File: src/rtl/mult_seq_ctrl_pkg.sv
// Shared definitions for the shift-and-add multiply sequencer.
package mult_pkg;

    // Default operand/result width of the multiplier.
    localparam int unsigned MULT_WIDTH = 8;

    // Sequencer states.
    typedef enum logic [1:0] {
        IDLE = 2'd0,
        RUN  = 2'd1,
        DONE = 2'd2
    } state_t;

    // Iteration counter width: must hold the values 0..width-1 plus headroom.
    function automatic int unsigned cnt_width(input int unsigned width);
        return $clog2(width) + 1;
    endfunction

endpackage

File: src/rtl/mult_seq_ctrl_fadder.sv
// FAdder: WIDTH-bit ripple adder with carry-in and carry-out.
module FAdder #(
    parameter int unsigned WIDTH = 8
) (
    input  logic [WIDTH-1:0] a,
    input  logic [WIDTH-1:0] b,
    input  logic             cin,
    output logic [WIDTH-1:0] sum,
    output logic             cout
);

    // Full-width add; the extra bit is the carry-out.
    always_comb begin
        {cout, sum} = {1'b0, a} + {1'b0, b} + {{WIDTH{1'b0}}, cin};
    end

endmodule

File: src/rtl/mult_seq_ctrl.sv
// mult_seq_ctrl: iterative unsigned shift-and-add multiplier with a
// start/ready/done handshake. outWire is the low WIDTH bits of the product,
// errorWire flags a non-zero high half.
// Optional build macro: MULT_EARLY_EXIT_EN -- finish as soon as the remaining
// multiplier bits are all zero.
module mult_seq_ctrl
    import mult_pkg::*;
#(
    parameter int unsigned WIDTH = MULT_WIDTH
) (
    input  logic             clk,
    input  logic             rst,
    input  logic             start,
    input  logic [WIDTH-1:0] first,
    input  logic [WIDTH-1:0] second,
    input  logic             clear,
    output logic             ready,
    output logic             busy,
    output logic             done,
    output logic [WIDTH-1:0] outWire,
    output logic             errorWire
);

    localparam int unsigned CNT_W = cnt_width(WIDTH);

    state_t           state;
    logic [CNT_W-1:0] cnt;
    logic [WIDTH-1:0] mcand;
    logic [WIDTH-1:0] mplier;
    logic [WIDTH-1:0] acc_hi;
    logic [WIDTH-1:0] acc_lo;

    logic [WIDTH-1:0] addend;
    logic [WIDTH-1:0] sum;
    logic             cout;
    logic [WIDTH-1:0] hi_nx;
    logic [WIDTH-1:0] lo_nx;
    logic             last;
    logic             finish;
    logic [WIDTH-1:0] res_lo;
    logic             res_err;

`ifdef MULT_EARLY_EXIT_EN
    logic [CNT_W-1:0]   rem;
    logic [2*WIDTH-1:0] aligned;
`endif

    FAdder #(.WIDTH(WIDTH)) u_fadder (
        .a    (acc_hi),
        .b    (addend),
        .cin  (1'b0),
        .sum  (sum),
        .cout (cout)
    );

    // Partial-product add, right shift of the accumulator and completion decode.
    always_comb begin
        addend = mcand & {WIDTH{mplier[0]}};
        // Carry-out re-enters at the top so the shifted accumulator loses nothing.
        hi_nx  = {cout, sum[WIDTH-1:1]};
        lo_nx  = {sum[0], acc_lo[WIDTH-1:1]};
        last   = (cnt == CNT_W'(WIDTH - 1));
`ifdef MULT_EARLY_EXIT_EN
        // Once the multiplier is exhausted, the pending shifts are applied in one step.
        rem     = CNT_W'(WIDTH - 1) - cnt;
        aligned = {hi_nx, lo_nx} >> rem;
        finish  = last || (mplier[WIDTH-1:1] == '0);
        res_lo  = aligned[WIDTH-1:0];
        res_err = |aligned[2*WIDTH-1:WIDTH];
`else
        finish  = last;
        res_lo  = lo_nx;
        res_err = |hi_nx;
`endif
    end

    // Sequencer FSM with registered handshake and result outputs.
    always_ff @(posedge clk or posedge rst) begin
        if (rst) begin
            state     <= IDLE;
            cnt       <= '0;
            mcand     <= '0;
            mplier    <= '0;
            acc_hi    <= '0;
            acc_lo    <= '0;
            outWire   <= '0;
            errorWire <= 1'b0;
            done      <= 1'b0;
            busy      <= 1'b0;
            ready     <= 1'b1;
        end else if (clear) begin
            state <= IDLE;
            done  <= 1'b0;
            busy  <= 1'b0;
            ready <= 1'b1;
        end else begin
            case (state)
                IDLE, DONE: begin
                    if (start) begin
                        state  <= RUN;
                        mcand  <= first;
                        mplier <= second;
                        acc_hi <= '0;
                        acc_lo <= '0;
                        cnt    <= '0;
                        done   <= 1'b0;
                        busy   <= 1'b1;
                        ready  <= 1'b0;
                    end else begin
                        state <= IDLE;
                        done  <= 1'b0;
                        busy  <= 1'b0;
                        ready <= 1'b1;
                    end
                end
                RUN: begin
                    acc_hi <= hi_nx;
                    acc_lo <= lo_nx;
                    mplier <= mplier >> 1;
                    cnt    <= cnt + CNT_W'(1);
                    if (finish) begin
                        state     <= DONE;
                        outWire   <= res_lo;
                        errorWire <= res_err;
                        done      <= 1'b1;
                        busy      <= 1'b0;
                        ready     <= 1'b1;
                    end
                end
                default: begin
                    state <= IDLE;
                    done  <= 1'b0;
                    busy  <= 1'b0;
                    ready <= 1'b1;
                end
            endcase
        end
    end

endmodule

File: config.mk
export PLATFORM = sky130hd
export DESIGN_NAME = mult_seq_ctrl
export DESIGN_NICKNAME = d
export VERILOG_FILES = /design/src/rtl/mult_seq_ctrl_pkg.sv /design/src/rtl/mult_seq_ctrl_fadder.sv /design/src/rtl/mult_seq_ctrl.sv
export SDC_FILE = /design/constraint.sdc
export NUM_CORES = 1
export LEC_CHECK = 0
export BUFFER_PORTS_ARGS = -buffer_cell sky130_fd_sc_hd__buf_2
export CORE_UTILIZATION = 59
export CTS_BUF_LIST = sky130_fd_sc_hd__clkbuf_8
export DETAILED_ROUTE_END_ITERATION = 8
export PLACE_DENSITY_LB_ADDON = 0.3
export SLEW_MARGIN = 5
export SYNTH_ARGS = -nofsm -noshare
export SYNTH_HDL_FRONTEND = slang
export SYNTH_HIERARCHICAL = 1
export SYNTH_SLANG_ARGS = --single-unit
File: constraint.sdc
create_clock -name clk -period 3.5 [get_ports clk]
set_clock_uncertainty 0.05 [all_clocks]
set_input_delay 0.7 -clock clk [delete_from_list [all_inputs] [get_ports clk]]
set_output_delay 0.7 -clock clk [all_outputs]
set_load 0.05 [all_outputs]
# Word level (Yosys, flattened, before mapping)
# Index checks and enable logic that the tools add are counted.
# word_totals
register_bits	50
latchBits	0
ramBits	0
rom_bits	0
in_bits	20
output_inout_bits	12
memories	0
# classes
n_addsub	2
multipliers	0
div	0
n_lt_le_gt_ge	0
eq_ne	5
shift	0
mux	21
bitwise_logic	2
reduce_logical	7
# op_table
op	n
case mux 8 bit (2 select lines)	3
two-way mux 8 bit	2
adder 8 x 8 -> 9 bit	1
two-way mux 1 bit	9
AND reduction 3 bit	3
AND 8 bit	1
case mux 4 bit (2 select lines)	1
OR reduction 8 bit	1
adder 4 x 1 -> 4 bit (second input constant)	1
== test 4 x 3 -> 1 bit (second input constant)	1
two-way mux 2 bit	2
two-way mux 4 bit	1
case mux 1 bit (2 select lines)	2
case mux 2 bit (2 select lines)	1
!= test 3 bit (second input constant)	1
== test 2 x 1 -> 1 bit (second input constant)	1
== test 2 bit (second input constant)	1
logical NOT 2 bit	1
!= test 2 bit (second input constant)	1
nonzero test 2 bit	1
OR reduction 2 bit	1
inverter 1 bit	1

# Depth between registers and ports, before layout
# depth
depth_word	4
mapped_depth	9

# Hierarchy
# Netlist, hierarchy kept.
# by_module_without_submodules
module	instances	cells_each	area_each_um2
mult_seq_ctrl	1	160	1950.6
FAdder	1	40	331.6

# Worst setup path after synthesis
# No wires, ideal clock.
# synth_timing
kind	register to register
from	reg mplier[0]
to	reg errorWire
t_arrival_ns	2.358
setup_slack_ns	0.967
path_stages_with_launch	10
n_path_buf	0
path_cell_list	dfrtp_1 > and2_1 > fa_1 > fa_1 > a21oi_1 > o21bai_1 > xor2_1 > nor4_1 > nand2_1 > mux2_2
# synth_via
elab_chain_cells	3
# synth_rtl
element	line	source
start, declared	mult_seq_ctrl.sv:29	logic [WIDTH-1:0] mplier;
start signal, assigned	mult_seq_ctrl.sv:102	mplier <= second;
start signal, assigned	mult_seq_ctrl.sv:119	mplier <= mplier >> 1;
AND 8 bit	mult_seq_ctrl.sv:58	addend = mcand & {WIDTH{mplier[0]}};
net addend[0]	mult_seq_ctrl.sv:33	logic [WIDTH-1:0] addend;
adder 8 x 8 -> 9 bit	mult_seq_ctrl_fadder.sv:14	{cout, sum} = {1'b0, a} + {1'b0, b} + {{WIDTH{1'b0}}, cin};
net sum[4]	mult_seq_ctrl.sv:34	logic [WIDTH-1:0] sum;
OR reduction 8 bit	mult_seq_ctrl.sv:73	res_err = |hi_nx;
end signal, assigned	mult_seq_ctrl.sv:124	errorWire <= res_err;
end, declared	mult_seq_ctrl.sv:21	output logic errorWire
# The timed path passes the listed nets, and every way through them passes these cells.
# A chain may end at the register's enable or synchronous reset.

# Final worst setup path
# layout_timing
from	reg mplier[0]
to	reg errorWire
# layout_via
elab_chain_cells	3
# layout_rtl
element	line	source
AND 8 bit	mult_seq_ctrl.sv:58	
net addend[0]	mult_seq_ctrl.sv:33	
adder 8 x 8 -> 9 bit	mult_seq_ctrl_fadder.sv:14	
net cout	mult_seq_ctrl.sv:35	logic cout;
OR reduction 8 bit	mult_seq_ctrl.sv:73	
# The timed path passes the listed nets, and every way through them passes these cells.

==> run_results.csv <==
group,metric,value,unit
clock_tree,root_buffer,"clkbuf_8",
clock_tree,cts-buffers-inserted,5,
critical_path,endpoint_kind,"flop",
routing,wirelength,4.25,mm
finish,synthToLayoutAreaGrowth,12.5,%
global_route,grt_start_max_net_pins,48,
floorplanning,ios,32,
timing,rsz0062_at_grt,"false",
critical_path,critPathMaxFanout,9,
clock_tree,post_cts_buffers,0,
yosys,syn_area_per_cell,11.4,sq um
run,maxCapViolations,0,
floorplanning,die_x,64.2,microns
routing,drt_first_pass_iters,4,
finish,layout-drive-gt1-share,25.5,%
timing,worstMarginPinSlew,0.951,ns
clock_tree,clk_latency,0.29,ns
routing,drt_iter0_drc,105,
timing,slew_headroom,36.5,%
yosys,ys_seq_elements,47,
worst_hold_path,hold_path_class,"reg -> reg",
critical_path,crit_path_start_kind,"flop",
floorplanning,start_util,61.9,%
global_route,antenna_found_initial,0,
status,run_status,"finished clean",
clock_tree,clockBufferDepth,2,
floorplanning,coreArea,3690,sq um
yosys,synth-edff-count,0,
clock_tree,htreeDepth,2,
yosys,syn_area,2280,sq um
routing,num_vias,1592,
timing,setup_slack,0.626,ns
timing,fin_crit_sh,82.1,%
floorplanning,rows,22,
yosys,yosysUniqueCellTypes,41,
floorplanning,dieHeight,64.2,microns
routing,vias_per_cell,5.71,
critical_path,crit_type,"reg -> reg",
placed_design,dp_hpwl,2.87,mm
global_route,track_usage,23.0,%
yosys,synthCells,200,
clock_tree,hold_buffers,0,
timing,setup_viol,0,
yosys,ys_seq_area_share,51.6,%
clock_tree,cts_tree,"yes",
yosys,ys_warn_count,6,
critical_path,cp.arrival,3.00,ns
yosys,async_flop_share,100,%
global_route,overflow,0,
timing,timing.hold.ws,0.426,ns
routing,ant_nets,0,
clock_tree,ctsResizeCount,0,
yosys,synth_fp_nets,230,
placed_design,place_congestion,0.908,
timing,finalHoldViolations,0,
timing,setup_tns,0,ns
finish,n_antenna_cell,0,
global_route,grt_pass1_vias,1549,
finish,final_nets,260,
placed_design,place_inst,271,
global_route,grt_pass1_wl,7.14,mm
floorplanning,die-area,4120,sq um
power_and_ir_drop,peakVddDrop,393,uV
routing,post_drt_wl_per_cell,15.2,microns
placed_design,port-buffer-count,31,
finish,stdcell_count,279,
timing,max_freq,348,MHz
clock_tree,cts_sinks,47,
power_and_ir_drop,power.leakage,1.29,nW
critical_path,crit_required,3.63,ns
timing,post-route-min-period,2.87,ns
timing,slew_viol_final,0,
power_and_ir_drop,p_per_area,669,nW/um^2
yosys,postSynth.topFlopCell,"dfrtp_1",
clock_tree,clkTransAtPathRegs,0.09,ns
routing,drcViolationCount,0,
placed_design,pre_cts_ws,0.706,ns
[cell type report]
class | count | area (sq um)
Tap cell | 48 | 60.1
Clock buffer | 6 | 82.6
Sequential cell | 47 | 1180
Timing Repair Buffer | 32 | 163
Clock inverter | 2 | 38.8
Fill cell | 283 | 1120
Inverter | 4 | 15.0
Multi-Input combinational cell | 140 | 1030
[report_power, final]
group | total (mW) | leakage [nW] | switching (mW) | internal [mW]
logic | 0.561 | 0.622 | 0.314 | 0.248
registers | 0.742 | 0.607 | 0.0862 | 0.656
clock network | 0.415 | 0.0618 | 0.180 | 0.235
total | 1.72 | 1.29 | 0.580 | 1.14
[stage by stage]
| step | power [mW] | utilization, % | area (sq um) |
|---|---|---|---|
| finish | 1.72 | 69.6 | 2570 |
| global route | 1.82 | 69.6 | 2570 |
| CTS | 1.72 | 69.6 | 2570 |
| detailed placement | 1.30 | 66.3 | 2450 |
| global placement | 1.29 | 66.3 | 2450 |
| floorplan | 1.17 | - | 2280 |
[final timing paths]
check	start	to	slack, ns	depth (start not counted)
setup / recovery	mplier[0]	errorWire	0.63	9
hold / removal	mcand[5]	mcand[5]	0.43	2
setup reg to reg	mplier[0]	errorWire	0.63	9
hold reg to reg	mcand[5]	mcand[5]	0.43	2
max in group asynchronous	rst	acc_lo[3]	2.24	2
min in group asynchronous	rst	mplier[6]	0.57	2
[cell usage after synthesis, types with 2 or more instances]
| cell type | instances | area [sq um] |
|---|---|---|
| ha_1 | 8 | 100 |
| buf_4 | 3 | 22.5 |
| buf_2 | 4 | 20.0 |
| xnor2_1 | 3 | 26.3 |
| o21a_1 | 2 | 15.0 |
| a21o_1 | 2 | 15.0 |
| nand3_1 | 2 | 10.0 |
| a311o_1 | 2 | 20.0 |
| mux2_2 | 9 | 101 |
| nor3_1 | 8 | 40.0 |
| a22o_1 | 17 | 149 |
| nor3b_2 | 2 | 25.0 |
| a21oi_1 | 12 | 60.1 |
| nor2_1 | 2 | 7.51 |
| and2_1 | 8 | 50.1 |
| nand4_1 | 2 | 12.5 |
| nor4_1 | 3 | 18.8 |
| mux2i_1 | 8 | 80.1 |
| o21ai_0 | 2 | 10.0 |
| nand2_1 | 30 | 113 |
| inv_1 | 3 | 11.3 |
| dfrtp_1 | 46 | 1150 |
| fa_1 | 2 | 40.0 |
| nor2b_1 | 2 | 12.5 |
| xor2_1 | 2 | 17.5 |
[cells by family after synthesis]
group,share of synthesized area [%]
flops,51.6
mux,7.95
buf+inv,3.23
simple gates,15.7
compound gates,13.3
fa+ha+maj,6.14
other cells,0.164
xor+xnor,1.92
[sequential cells by signal, summed over array words and instances, names as in the netlist]
register and flops:
outWire 8, state 2, mcand 8, acc_lo 7, errorWire 1, ready 1
cnt 4, acc_hi 8, mplier 8
[per-layer routing]
layer | track usage, % | wire length [microns] | vias up
met5 | 0 | 0 | -
met4 | 6.94 | 17 | 0
met3 | 3.39 | 184 | 2
met2 | 37.2 | 2030 | 40
met1 | 32.3 | 2020 | 781
li1 | - | - | 769
[cell usage in the layout (no fill, tap or decap), types with 2 or more instances in the layout]
master	count
a21o_1	2
a21oi_1	12
a22o_1	17
a311o_1	2
and2_1	8
buf_2	31
clkbuf_8	6
dfrtp_1	46
fa_1	2
ha_1	8
inv_1	2
inv_2	2
mux2_2	9
mux2i_1	8
nand2_1	30
nand3_1	2
nand4_1	2
nor2_1	2
nor2b_1	2
nor3_1	8
nor3b_2	2
nor4_1	3
o21a_1	2
o21ai_0	2
xnor2_1	3
xor2_1	2
[critical path, cell delays in order (launching register included)]
cell     delay (ns)
dfrtp_1        0.46
and2_1         0.18
fa_1           0.43
fa_1           0.42
a21oi_1        0.25
o21a_1         0.17
o21ai_0        0.14
nor4_1         0.30
nand2_1        0.08
mux2_2         0.27
(Power assumes the default switching activity.)
